--- src/rtl/gcd_scheduler_pkg.sv ---
// -----------------------------------------------------------------------------
// gcd_pkg -- shared types and constants for the GCD request scheduler.
//
// Contents:
//   GCD_W          default operand/result width
//   sched_state_t  scheduler FSM state encoding
//
// Optional feature macro: GCD_SCHED_ZERO_BYPASS_EN adds the BYPASS state,
// which answers requests that carry a zero operand without using the engine.
// -----------------------------------------------------------------------------
package gcd_pkg;

  localparam int GCD_W = 8;

  typedef enum logic [2:0] {
    IDLE   = 3'd0,
    LAUNCH = 3'd1,
    WAIT   = 3'd2,
    DONE   = 3'd3
`ifdef GCD_SCHED_ZERO_BYPASS_EN
    ,
    BYPASS = 3'd4
`endif
  } sched_state_t;

endpackage

--- src/rtl/gcd_scheduler_if.sv ---
// -----------------------------------------------------------------------------
// gcd_scheduler_if -- handshake between the scheduler and the external GCD
// engine.
//
// Signals:
//   gcd_start  scheduler -> engine  start strobe (one cycle)
//   gcd_ina    scheduler -> engine  operand A
//   gcd_inb    scheduler -> engine  operand B
//   gcd_ready  engine -> scheduler  engine idle, gcd_out valid
//   gcd_out    engine -> scheduler  engine result
//
// Modports:
//   master  scheduler side
//   slave   engine side
// -----------------------------------------------------------------------------
interface gcd_scheduler_if
  import gcd_pkg::*;
#(
  parameter int N = GCD_W
) ();

  logic         gcd_start;
  logic [N-1:0] gcd_ina;
  logic [N-1:0] gcd_inb;
  logic         gcd_ready;
  logic [N-1:0] gcd_out;

  modport master (
    output gcd_start,
    output gcd_ina,
    output gcd_inb,
    input  gcd_ready,
    input  gcd_out
  );

  modport slave (
    input  gcd_start,
    input  gcd_ina,
    input  gcd_inb,
    output gcd_ready,
    output gcd_out
  );

endinterface

--- src/rtl/gcd_scheduler_rr_arbiter.sv ---
// -----------------------------------------------------------------------------
// rr_arbiter -- combinational round-robin pick among REQS requesters.
//
// Search starts at index last+1 (wrapping at REQS-1 back to 0) and the first
// requester found wins, so the previous winner has the lowest priority.
//
// Ports:
//   req    in   per-requester request level
//   last   in   index of the previously served requester
//   grant  out  index of the winner (0 when valid is low)
//   valid  out  at least one request is present
// -----------------------------------------------------------------------------
module rr_arbiter #(
  parameter  int REQS = 4,
  localparam int IW   = (REQS > 1) ? $clog2(REQS) : 1
) (
  input  logic [REQS-1:0] req,
  input  logic [IW-1:0]   last,
  output logic [IW-1:0]   grant,
  output logic            valid
);

  logic [IW-1:0] w_cand;

  // Walk the requesters in rotated order and keep the first hit.
  always_comb begin
    w_cand = last;
    grant  = {IW{1'b0}};
    valid  = 1'b0;
    for (int k = 0; k < REQS; k++) begin
      // Wrap explicitly so non-power-of-two REQS never indexes past the end.
      if (w_cand == IW'(REQS - 1)) begin
        w_cand = {IW{1'b0}};
      end else begin
        w_cand = w_cand + IW'(1);
      end
      if (!valid && req[w_cand]) begin
        valid = 1'b1;
        grant = w_cand;
      end else begin
        valid = valid;
      end
    end
  end

endmodule

--- src/rtl/gcd_scheduler.sv ---
// -----------------------------------------------------------------------------
// gcd_scheduler -- shares one external GCD engine among REQS requesters.
//
// A round-robin winner is picked in IDLE; its index and operands are latched
// at grant, so requesters may change opa/opb afterwards. The latched operands
// are offered to the engine in LAUNCH, the result is collected in WAIT and
// returned with a one-cycle done pulse in DONE.
//
// Parameters:
//   N      operand/result width
//   REQS   number of requesters (2..8)
//
// Ports:
//   clk     in   clock, all state changes on posedge
//   rst     in   asynchronous active-high reset
//   req     in   [REQS]    request level per requester
//   opa     in   [REQS*N]  operand A, requester i in bits [i*N +: N]
//   opb     in   [REQS*N]  operand B, packed like opa
//   done    out  [REQS]    one-cycle completion pulse to the served requester
//   result  out  [N]       GCD, valid while any done bit is high, else 0
//   busy    out            high in every state except IDLE
//   eng     master side of gcd_scheduler_if (gcd_start, gcd_ina, gcd_inb,
//           gcd_ready, gcd_out)
//
// Optional feature macro: GCD_SCHED_ZERO_BYPASS_EN -- a grant whose operand A
// or B is zero skips the engine: result = opa|opb is returned via BYPASS.
// Without it, zero operands go to the engine unchanged.
// -----------------------------------------------------------------------------
module gcd_scheduler
  import gcd_pkg::*;
#(
  parameter int N    = GCD_W,
  parameter int REQS = 4
) (
  input  logic              clk,
  input  logic              rst,
  input  logic [REQS-1:0]   req,
  input  logic [REQS*N-1:0] opa,
  input  logic [REQS*N-1:0] opb,
  output logic [REQS-1:0]   done,
  output logic [N-1:0]      result,
  output logic              busy,
  gcd_scheduler_if.master   eng
);

  localparam int IW = (REQS > 1) ? $clog2(REQS) : 1;

  sched_state_t    r_state;
  logic [IW-1:0]   r_idx;
  logic [IW-1:0]   r_last;
  logic [N-1:0]    r_a;
  logic [N-1:0]    r_b;
  logic [N-1:0]    r_result;
  logic [REQS-1:0] r_done;
  logic            r_busy;
  logic            r_wait_first;

  logic [N-1:0]    w_opa [REQS];
  logic [N-1:0]    w_opb [REQS];
  logic [IW-1:0]   w_grant;
  logic            w_valid;
  logic [REQS-1:0] w_idx_onehot;

  // Unpack the flat operand buses into per-requester words.
  for (genvar gi = 0; gi < REQS; gi++) begin : g_unpack
    assign w_opa[gi] = opa[gi*N +: N];
    assign w_opb[gi] = opb[gi*N +: N];
  end

  rr_arbiter #(
    .REQS (REQS)
  ) u_arb (
    .req   (req),
    .last  (r_last),
    .grant (w_grant),
    .valid (w_valid)
  );

  assign w_idx_onehot = {{(REQS-1){1'b0}}, 1'b1} << r_idx;

`ifdef GCD_SCHED_ZERO_BYPASS_EN
  logic w_zero_op;
  assign w_zero_op = (w_opa[w_grant] == {N{1'b0}}) ||
                     (w_opb[w_grant] == {N{1'b0}});
`endif

  // Scheduler FSM with its registered outputs and latched request context.
  always_ff @(posedge clk or posedge rst) begin
    if (rst) begin
      r_state      <= IDLE;
      r_idx        <= {IW{1'b0}};
      r_last       <= IW'(REQS - 1);
      r_a          <= {N{1'b0}};
      r_b          <= {N{1'b0}};
      r_result     <= {N{1'b0}};
      r_done       <= {REQS{1'b0}};
      r_busy       <= 1'b0;
      r_wait_first <= 1'b0;
    end else begin
      case (r_state)
        IDLE: begin
          if (w_valid) begin
            // Operands are captured here and never re-read from opa/opb.
            r_idx  <= w_grant;
            r_a    <= w_opa[w_grant];
            r_b    <= w_opb[w_grant];
            r_busy <= 1'b1;
`ifdef GCD_SCHED_ZERO_BYPASS_EN
            if (w_zero_op) begin
              r_state <= BYPASS;
            end else begin
              r_state <= LAUNCH;
            end
`else
            r_state <= LAUNCH;
`endif
          end else begin
            r_busy <= 1'b0;
          end
        end

        LAUNCH: begin
          // gcd_start is only driven while the engine reports ready, so the
          // start is accepted on this edge exactly when ready is high.
          if (eng.gcd_ready) begin
            r_state      <= WAIT;
            r_wait_first <= 1'b1;
          end else begin
            r_state <= LAUNCH;
          end
        end

        WAIT: begin
          // The engine drops ready one cycle after start, so ready seen in
          // the first WAIT cycle still belongs to the previous operation.
          if (r_wait_first) begin
            r_wait_first <= 1'b0;
          end else if (eng.gcd_ready) begin
            r_result <= eng.gcd_out;
            r_done   <= w_idx_onehot;
            r_state  <= DONE;
          end else begin
            r_state <= WAIT;
          end
        end

`ifdef GCD_SCHED_ZERO_BYPASS_EN
        BYPASS: begin
          // gcd(x,0)=x and gcd(0,0)=0, both equal to the OR of the operands.
          r_result <= r_a | r_b;
          r_done   <= w_idx_onehot;
          r_state  <= DONE;
        end
`endif

        DONE: begin
          r_done   <= {REQS{1'b0}};
          r_result <= {N{1'b0}};
          r_last   <= r_idx;
          r_busy   <= 1'b0;
          r_state  <= IDLE;
        end

        default: begin
          r_done       <= {REQS{1'b0}};
          r_result     <= {N{1'b0}};
          r_busy       <= 1'b0;
          r_wait_first <= 1'b0;
          r_state      <= IDLE;
        end
      endcase
    end
  end

  assign eng.gcd_start = (r_state == LAUNCH) && eng.gcd_ready;
  assign eng.gcd_ina   = r_a;
  assign eng.gcd_inb   = r_b;

  assign done   = r_done;
  assign result = r_result;
  assign busy   = r_busy;

endmodule
--- src/flat_wrapper.sv ---
// flat-port wrapper written by rule: the top's interface ports become plain ports
module gcd_scheduler_flat import gcd_pkg::*;
#(
  parameter int N    = GCD_W,
  parameter int REQS = 4
)
  (clk, rst, req, opa, opb, done, result, busy, eng_gcd_start, eng_gcd_ina, eng_gcd_inb, eng_gcd_ready, eng_gcd_out);
  gcd_scheduler_if #(.N(N)) eng_i ();
  input  logic clk;
  input  logic rst;
  input  logic [REQS-1:0] req;
  input  logic [REQS*N-1:0] opa;
  input  logic [REQS*N-1:0] opb;
  output logic [REQS-1:0] done;
  output logic [N-1:0] result;
  output logic busy;
  output wire logic [$bits(eng_i.gcd_start)-1:0] eng_gcd_start;
  output wire logic [$bits(eng_i.gcd_ina)-1:0] eng_gcd_ina;
  output wire logic [$bits(eng_i.gcd_inb)-1:0] eng_gcd_inb;
  input wire logic [$bits(eng_i.gcd_ready)-1:0] eng_gcd_ready;
  input wire logic [$bits(eng_i.gcd_out)-1:0] eng_gcd_out;
  assign eng_gcd_start = eng_i.gcd_start;
  assign eng_gcd_ina = eng_i.gcd_ina;
  assign eng_gcd_inb = eng_i.gcd_inb;
  assign eng_i.gcd_ready = eng_gcd_ready;
  assign eng_i.gcd_out = eng_gcd_out;
  gcd_scheduler #(.N(N), .REQS(REQS)) u_core (.clk(clk), .rst(rst), .req(req), .opa(opa), .opb(opb), .done(done), .result(result), .busy(busy), .eng(eng_i));
endmodule
--- config.mk ---
export PLATFORM = sky130hd
export DESIGN_NAME = gcd_scheduler_flat
export DESIGN_NICKNAME = d
export VERILOG_FILES = /design/src/rtl/gcd_scheduler_pkg.sv /design/src/rtl/gcd_scheduler_if.sv /design/src/rtl/gcd_scheduler_rr_arbiter.sv /design/src/rtl/gcd_scheduler.sv /design/src/flat_wrapper.sv
export SDC_FILE = /design/constraint.sdc
export NUM_CORES = 1
export LEC_CHECK = 0
export CAP_MARGIN = 25
export CORE_ASPECT_RATIO = 0.7
export CORE_MARGIN = 2
export CORE_UTILIZATION = 45
export DETAILED_ROUTE_END_ITERATION = 7
export GPL_ROUTABILITY_DRIVEN = 0
export PLACE_DENSITY_LB_ADDON = 0.05
export SETUP_SLACK_MARGIN = 0.2
export SYNTH_ARGS = -nofsm -noshare
export SYNTH_HDL_FRONTEND = slang
export SYNTH_SLANG_ARGS = --single-unit
--- constraint.sdc ---
create_clock -name clk -period 3.8 [get_ports clk]
set_input_delay 0.38 -clock clk [delete_from_list [all_inputs] [get_ports clk]]
set_output_delay 0.38 -clock clk [all_outputs]
set_load 0.03 [all_outputs]
==> results of run 1 <==
where the power goes:
part / switching [mW] / internal, mW / leakage (nW)
Sequential: 0.141 / 0.579 / 0.458
Combinational: 1.19 / 0.955 / 0.951
Clock: 0.134 / 0.148 / 0.0455
logic make-up after synthesis:
| group | Yosys count | synth area share [%] |
|---|---|---|
| AO/OA/AOI/OAI | 69 | 21.0 |
| adder cells (fa/ha/maj) | 5 | 2.64 |
| buffers and inverters | 28 | 7.82 |
| flip-flops | 36 | 38.2 |
| multiplexers | 34 | 14.5 |
| AND/OR/NAND/NOR | 74 | 15.9 |
metal layers:
metal	routed length [um]	vias up	GRT usage [%]
met5	0	-	0
met1	3070	1023	31.7
met2	2870	79	35.4
met3	453	2	5.93
met4	24	0	4.04
li1	-	1087	-
flip-flops by register name (all words and copies together) (netlist names):
register	flops
u_core.r_idx	2
u_core.r_state	2
u_core.r_last	2
u_core.done	4
u_core.busy	1
u_core.result	8
u_core.eng.gcd_ina	8
u_core.eng.gcd_inb	8
u_core.r_wait_first	1
layout make-up:
type | instances | area (um^2)
Inverter | 7 | 26.3
Multi-Input combinational cell | 182 | 1280
Fill cell | 435 | 1630
Clock buffer | 8 | 90.1
Timing Repair Buffer | 113 | 1130
Tap cell | 72 | 90.1
Sequential cell | 36 | 903
worst max-delay path: stages (launching register included):
cell and delay, ns:
dfstp_2 0.73, ha_1 0.41, nor2b_1 0.21, a211oi_1 0.29, a31oi_2 0.08, a31oi_4 0.17
buf_4 0.25, nand2_1 0.41, o211ai_1 0.30
cell usage after synthesis (all sizes together), types with 3 or more instances:
cell    number
buf         16
nor2b        3
o21ai       14
o21bai      15
o211ai       3
clkbuf       5
nor4b        3
mux2i       32
nor2         7
nand2       43
a21oi        5
o31ai       18
inv          7
ha           5
dfrtp       34
a31oi        5
nor3b        3
worst max-delay path by stage:
stage | to | slack [ns] | depth (start not counted)
after floorplan | u_core.eng.gcd_ina[6]$_DFFE_PP0P_ | 1.57 | 9
after global placement | u_core.eng.gcd_inb[4]$_DFFE_PP0P_ | 0.96 | 8
after detailed placement | u_core.eng.gcd_inb[4]$_DFFE_PP0P_ | 0.85 | 8
after CTS | u_core.eng.gcd_inb[4]$_DFFE_PP0P_ | 0.85 | 8
after global routing | u_core.eng.gcd_inb[4]$_DFFE_PP0P_ | 0.60 | 8
final | u_core.eng.gcd_inb[4]$_DFFE_PP0P_ | 0.85 | 8
metrics by stage:
stage / hold WS, ns / setup slack [ns] / instance area, um^2
5_1_grt: 0.517 / 0.598 / 3520
3_5_place_dp: 0.469 / 0.853 / 3430
2_1_floorplan: 0.491 / 1.57 / 2370
3_3_place_gp: 0.463 / 0.959 / 3430
4_1_cts: 0.490 / 0.848 / 3520
6_report: 0.481 / 0.854 / 3520
==> out/qor.txt, run 1 <==
slew margin rel. - 59.6%
status - completed
row cnt - 22
Setup Viol. Count Final - 0
drt wl/cell - 15.4 um
Hold Path Depth - 2
Critical Path Start Type - flip-flop
CP Data Required Time - 3.99 ns
ys async rst share - 100%
dpl hpwl - 4.71 mm
largest area contributor in the netlist - dfrtp_1
layout cells sized above 1 - 5.78%
area delta synth->final - 48.7%
Starting Density - 46.0%
CP endpoint kind - flip-flop
Max FO, Critical Path - 20
RSZ-0062 raised after global routing - false
Post-Syn Instances - 246
IO Port Bufs - 108
worst-margin pin slew - 0.604 ns
DIE AREA - 5870 um^2
FF-to-FF setup slack - 0.85 ns
Ports - 109
syn nets - 330
number of H-tree levels - 2
Max Buffers Root-to-Sink - 2
vias - 2191
leakage power - 1.45 nW
Worst-path clk slew - 0.07 ns
post-CTS setup buffer count - 0
Hold Path End - u_core.done[0]$_DFFE_PP0P_
Worst Setup SP - u_core.r_last[0]$_DFFE_PP1N_
Die Wd - 90.7 um
Synth top area share - 35.9%
Yosys cell types - 44
post-route ant nets - 0
critical path arrival - 3.14 ns
EDFF count, synth - 0
# resized after CTS - 0
mapped cell area - 2370 um^2
synth top area cells - dfrtp_1 (36%), mux2i_1 (14%), nand2_1 (6.8%)
CTS buffer count - 5
CTS tree - built
clk root buf - clkbuf_8
worst min path class - reg -> reg
Primary FF master, synth - dfrtp_1
VDD IR max - 0.502 mV
Critical R2R Capture - u_core.eng.gcd_inb[4]$_DFFE_PP0P_
final non-filler cell total - 418
final hold vios - 0
Detailed Route Iter0 Violations - 119
Routed WL - 6.42 mm
fmax - 339 MHz
drt via density - 5.24
critical path class - reg -> reg
register area share after synthesis - 38.2%
total count of max-transition violations in the final report - 0
# Max-Cap Violations - 0
clk_skew - 0.00743 ns
later-pin clock latency in the skew report - 0.28 ns
worst reg2reg path depth - 8
largest net degree at the start of global routing - 38
# hold bufs at CTS - 0
core area - 5150 um^2
DR pass1 iterations - 4
vias in the first global route - 2058
Post-Place Cells - 410
commonest non-fill, non-tap cell in the layout - clkdlybuf4s50_1
Power Dens Cells - 895 nW/um^2
gr usage total - 22.5%
synthesized area per cell - 9.62 um^2
nets - 429
DIE HEIGHT - 64.7 um
hold_sp - u_core.done[0]$_DFFE_PP0P_
grt ovf - 0
initial antenna violation count - 0
Yosys warning total - 0
post-route clock period utilization - 77.5%
min cycle time layout - 2.95 ns
#FFs+latches synth - 36
Power Total - 3.15 mW
Fin Setup TNS - 0 ns
Sink Count - 36
ant diodes - 0
commonest cells after routing, fill and taps aside - clkdlybuf4s50_1 (108), nand2_1 (43), dfrtp_1 (34)
final core occ - 68.4%
first-pass GRT wire length - 10.6 mm
Worst R2R Start - u_core.r_last[0]$_DFFE_PP1N_
DR DRC count - 0
(Power assumes the default switching activity.)
==> run 2, diff against run 1 <==
- CORE_UTILIZATION: 45 -> 38
- clock period: 3.8 -> 2.65 ns (I/O delays scaled with it)
==> run 2 against run 1 <==
Total power grew 61%; routed wire length grew 4.9%; final cell count grew 6.0%; count of clock-buffer cells in the layout did not move; critical path depth is the same; design area grew 6.6%; clock power grew 43%; sequential cell count stayed put; non-clock buffer count grew 19; utilization shrank 7.1 points; via count grew 2.2%; sequential share of layout area decreased by 1.6 points; critical path type unchanged.
==> out/qor.txt, run 2 (synthesis gave the netlist of run 1 again) <==
status - completed (unchanged)
worst min path class - in -> async (was reg -> reg)
Worst-path clk slew - 0.07 ns (about the same)
Sink Count - 36 (unchanged)
clk_skew - 0.00137 ns (was 0.00743 ns)
number of H-tree levels - 2 (unchanged)
vias - 2239 (was 2191)
core area - 6130 um^2 (was 5150 um^2)
DIE HEIGHT - 70.0 um (was 64.7 um)
dpl hpwl - 4.84 mm (was 4.71 mm)
Post-Place Cells - 428 (was 410)
nets - 448 (was 429)
DR pass1 iterations - 4 (unchanged)
grt ovf - 0 (unchanged)
row cnt - 24 (was 22)
Max Buffers Root-to-Sink - 2 (unchanged)
Starting Density - 38.6% (was 46.0%)
Routed WL - 6.74 mm (was 6.42 mm)
CP Data Required Time - 2.82 ns (was 3.99 ns)
FF-to-FF setup slack - 0.30 ns (was 0.85 ns)
Ports - 109 (unchanged)
min cycle time layout - 2.35 ns (was 2.95 ns)
area delta synth->final - 58.5% (was 48.7%)
critical path class - reg -> reg (unchanged)
Hold Worst Slack - 0.394 ns (was 0.481 ns)
DP Area - 3530 um^2 (was 3430 um^2)
Die Wd - 98.3 um (was 90.7 um)
final hold vios - 0 (unchanged)
layout cells sized above 1 - 11.5% (was 5.78%)
Fin Setup TNS - 0 ns (unchanged)
later-pin clock latency in the skew report - 0.28 ns (about the same)
final core occ - 61.2% (was 68.4%)
post-route clock period utilization - 88.6% (was 77.5%)
worst-margin pin slew - 0.570 ns (was 0.604 ns)
ant diodes - 0 (unchanged)
# hold bufs at CTS - 0 (unchanged)
critical path arrival - 2.51 ns (was 3.14 ns)
initial antenna violation count - 0 (unchanged)
clk root buf - clkbuf_8 (unchanged)
total count of max-transition violations in the final report - 0 (unchanged)
dpl ws - 0.103 ns (was 0.853 ns)
Max FO, Critical Path - 19 (was 20)
vias in the first global route - 2187 (was 2058)
largest net degree at the start of global routing - 37 (was 38)
CTS tree - built (unchanged)
commonest cells after routing, fill and taps aside - clkdlybuf4s50_1 (108), nand2_1 (43), dfrtp_1 (34) (unchanged)
final non-filler cell total - 443 (was 418)
CTS buffer count - 5 (unchanged)
slew margin rel. - 61.7% (was 59.6%)
Setup WS post-layout - 0.303 ns (was 0.854 ns)
Setup Viol. Count Final - 0 (unchanged)
gr usage total - 18.6% (was 22.5%)
DR DRC count - 0 (unchanged)
# Max-Cap Violations - 0 (unchanged)
CP endpoint kind - flip-flop (unchanged)
Detailed Route Iter0 Violations - 70 (was 119)
DIE AREA - 6890 um^2 (was 5870 um^2)
drt via density - 5.05 (was 5.24)
filler cell count - 551 (was 435)
first-pass GRT wire length - 10.6 mm (about the same)
IO Port Bufs - 108 (unchanged)
drt wl/cell - 15.2 um (was 15.4 um)
Power Dens Cells - 1350 nW/um^2 (was 895 nW/um^2)
commonest non-fill, non-tap cell in the layout - clkdlybuf4s50_1 (unchanged)
Power Total - 5.08 mW (was 3.15 mW)
Critical Path Start Type - flip-flop (unchanged)
VDD IR max - 0.645 mV (was 0.502 mV)
leakage power - 1.58 nW (was 1.45 nW)
post-route ant nets - 0 (unchanged)
fmax - 426 MHz (was 339 MHz)
Finished Cell Area - 3750 um^2 (was 3520 um^2)
RSZ-0062 raised after global routing - true (was false)
## run 2: layout make-up
class / instances / area (um^2) / share of cell area, %
clock buffers: 8 / 90.1 / 2.40
inverters: 7 / 26.3 / 0.700
multi-input cells: 182 / 1310 / 35.0
flip-flops and latches: 36 / 903 / 24.1
well taps: 78 / 97.6 / 2.60
repair buffers: 132 / 1320 / 35.2
## run 2: power breakdown
part / switching (mW) / internal, mW
sequential: 0.175 / 0.830
clock: 0.192 / 0.212
combinational: 1.88 / 1.79
## run 2: per-layer routing
layer	global-route usage (%)	vias to the layer above	wire, um
li1	-	1126	-
met1	26.9	1043	3290
met5	0	-	0
met3	4.70	4	434
met2	28.7	66	2980
met4	3.35	0	31
## run 2: timing repair
action,CTS,global route
gates resized for setup,0,9
setup endpoints to repair,0,15
setup buffers,0,5
## run 2: critical path: stages (launching register included)
cell and delay [ns]:
dfstp_2 0.57, buf_6 0.18, and4bb_4 0.22, nor4b_2 0.32
o221a_4 0.32, buf_6 0.19, mux2i_1 0.21, o31ai_1 0.08
o21bai_1 0.15
## run 2: worst paths after layout
| path | startpoint | to | cells after the start |
|---|---|---|---|
| setup / recovery | u_core.r_last[0]$_DFFE_PP1N_ | u_core.eng.gcd_ina[7]$_DFFE_PP0P_ | 8 |
| hold / removal | rst | u_core.result[4]$_DFFE_PP0P_ | 3 |
| setup reg to reg | u_core.r_last[0]$_DFFE_PP1N_ | u_core.eng.gcd_ina[7]$_DFFE_PP0P_ | 8 |
| hold reg to reg | u_core.result[4]$_DFFE_PP0P_ | u_core.result[4]$_DFFE_PP0P_ | 2 |
| max in group asynchronous | rst | u_core.r_last[0]$_DFFE_PP1N_ | 3 |
| min in group clk | u_core.result[4]$_DFFE_PP0P_ | u_core.result[4]$_DFFE_PP0P_ | 2 |
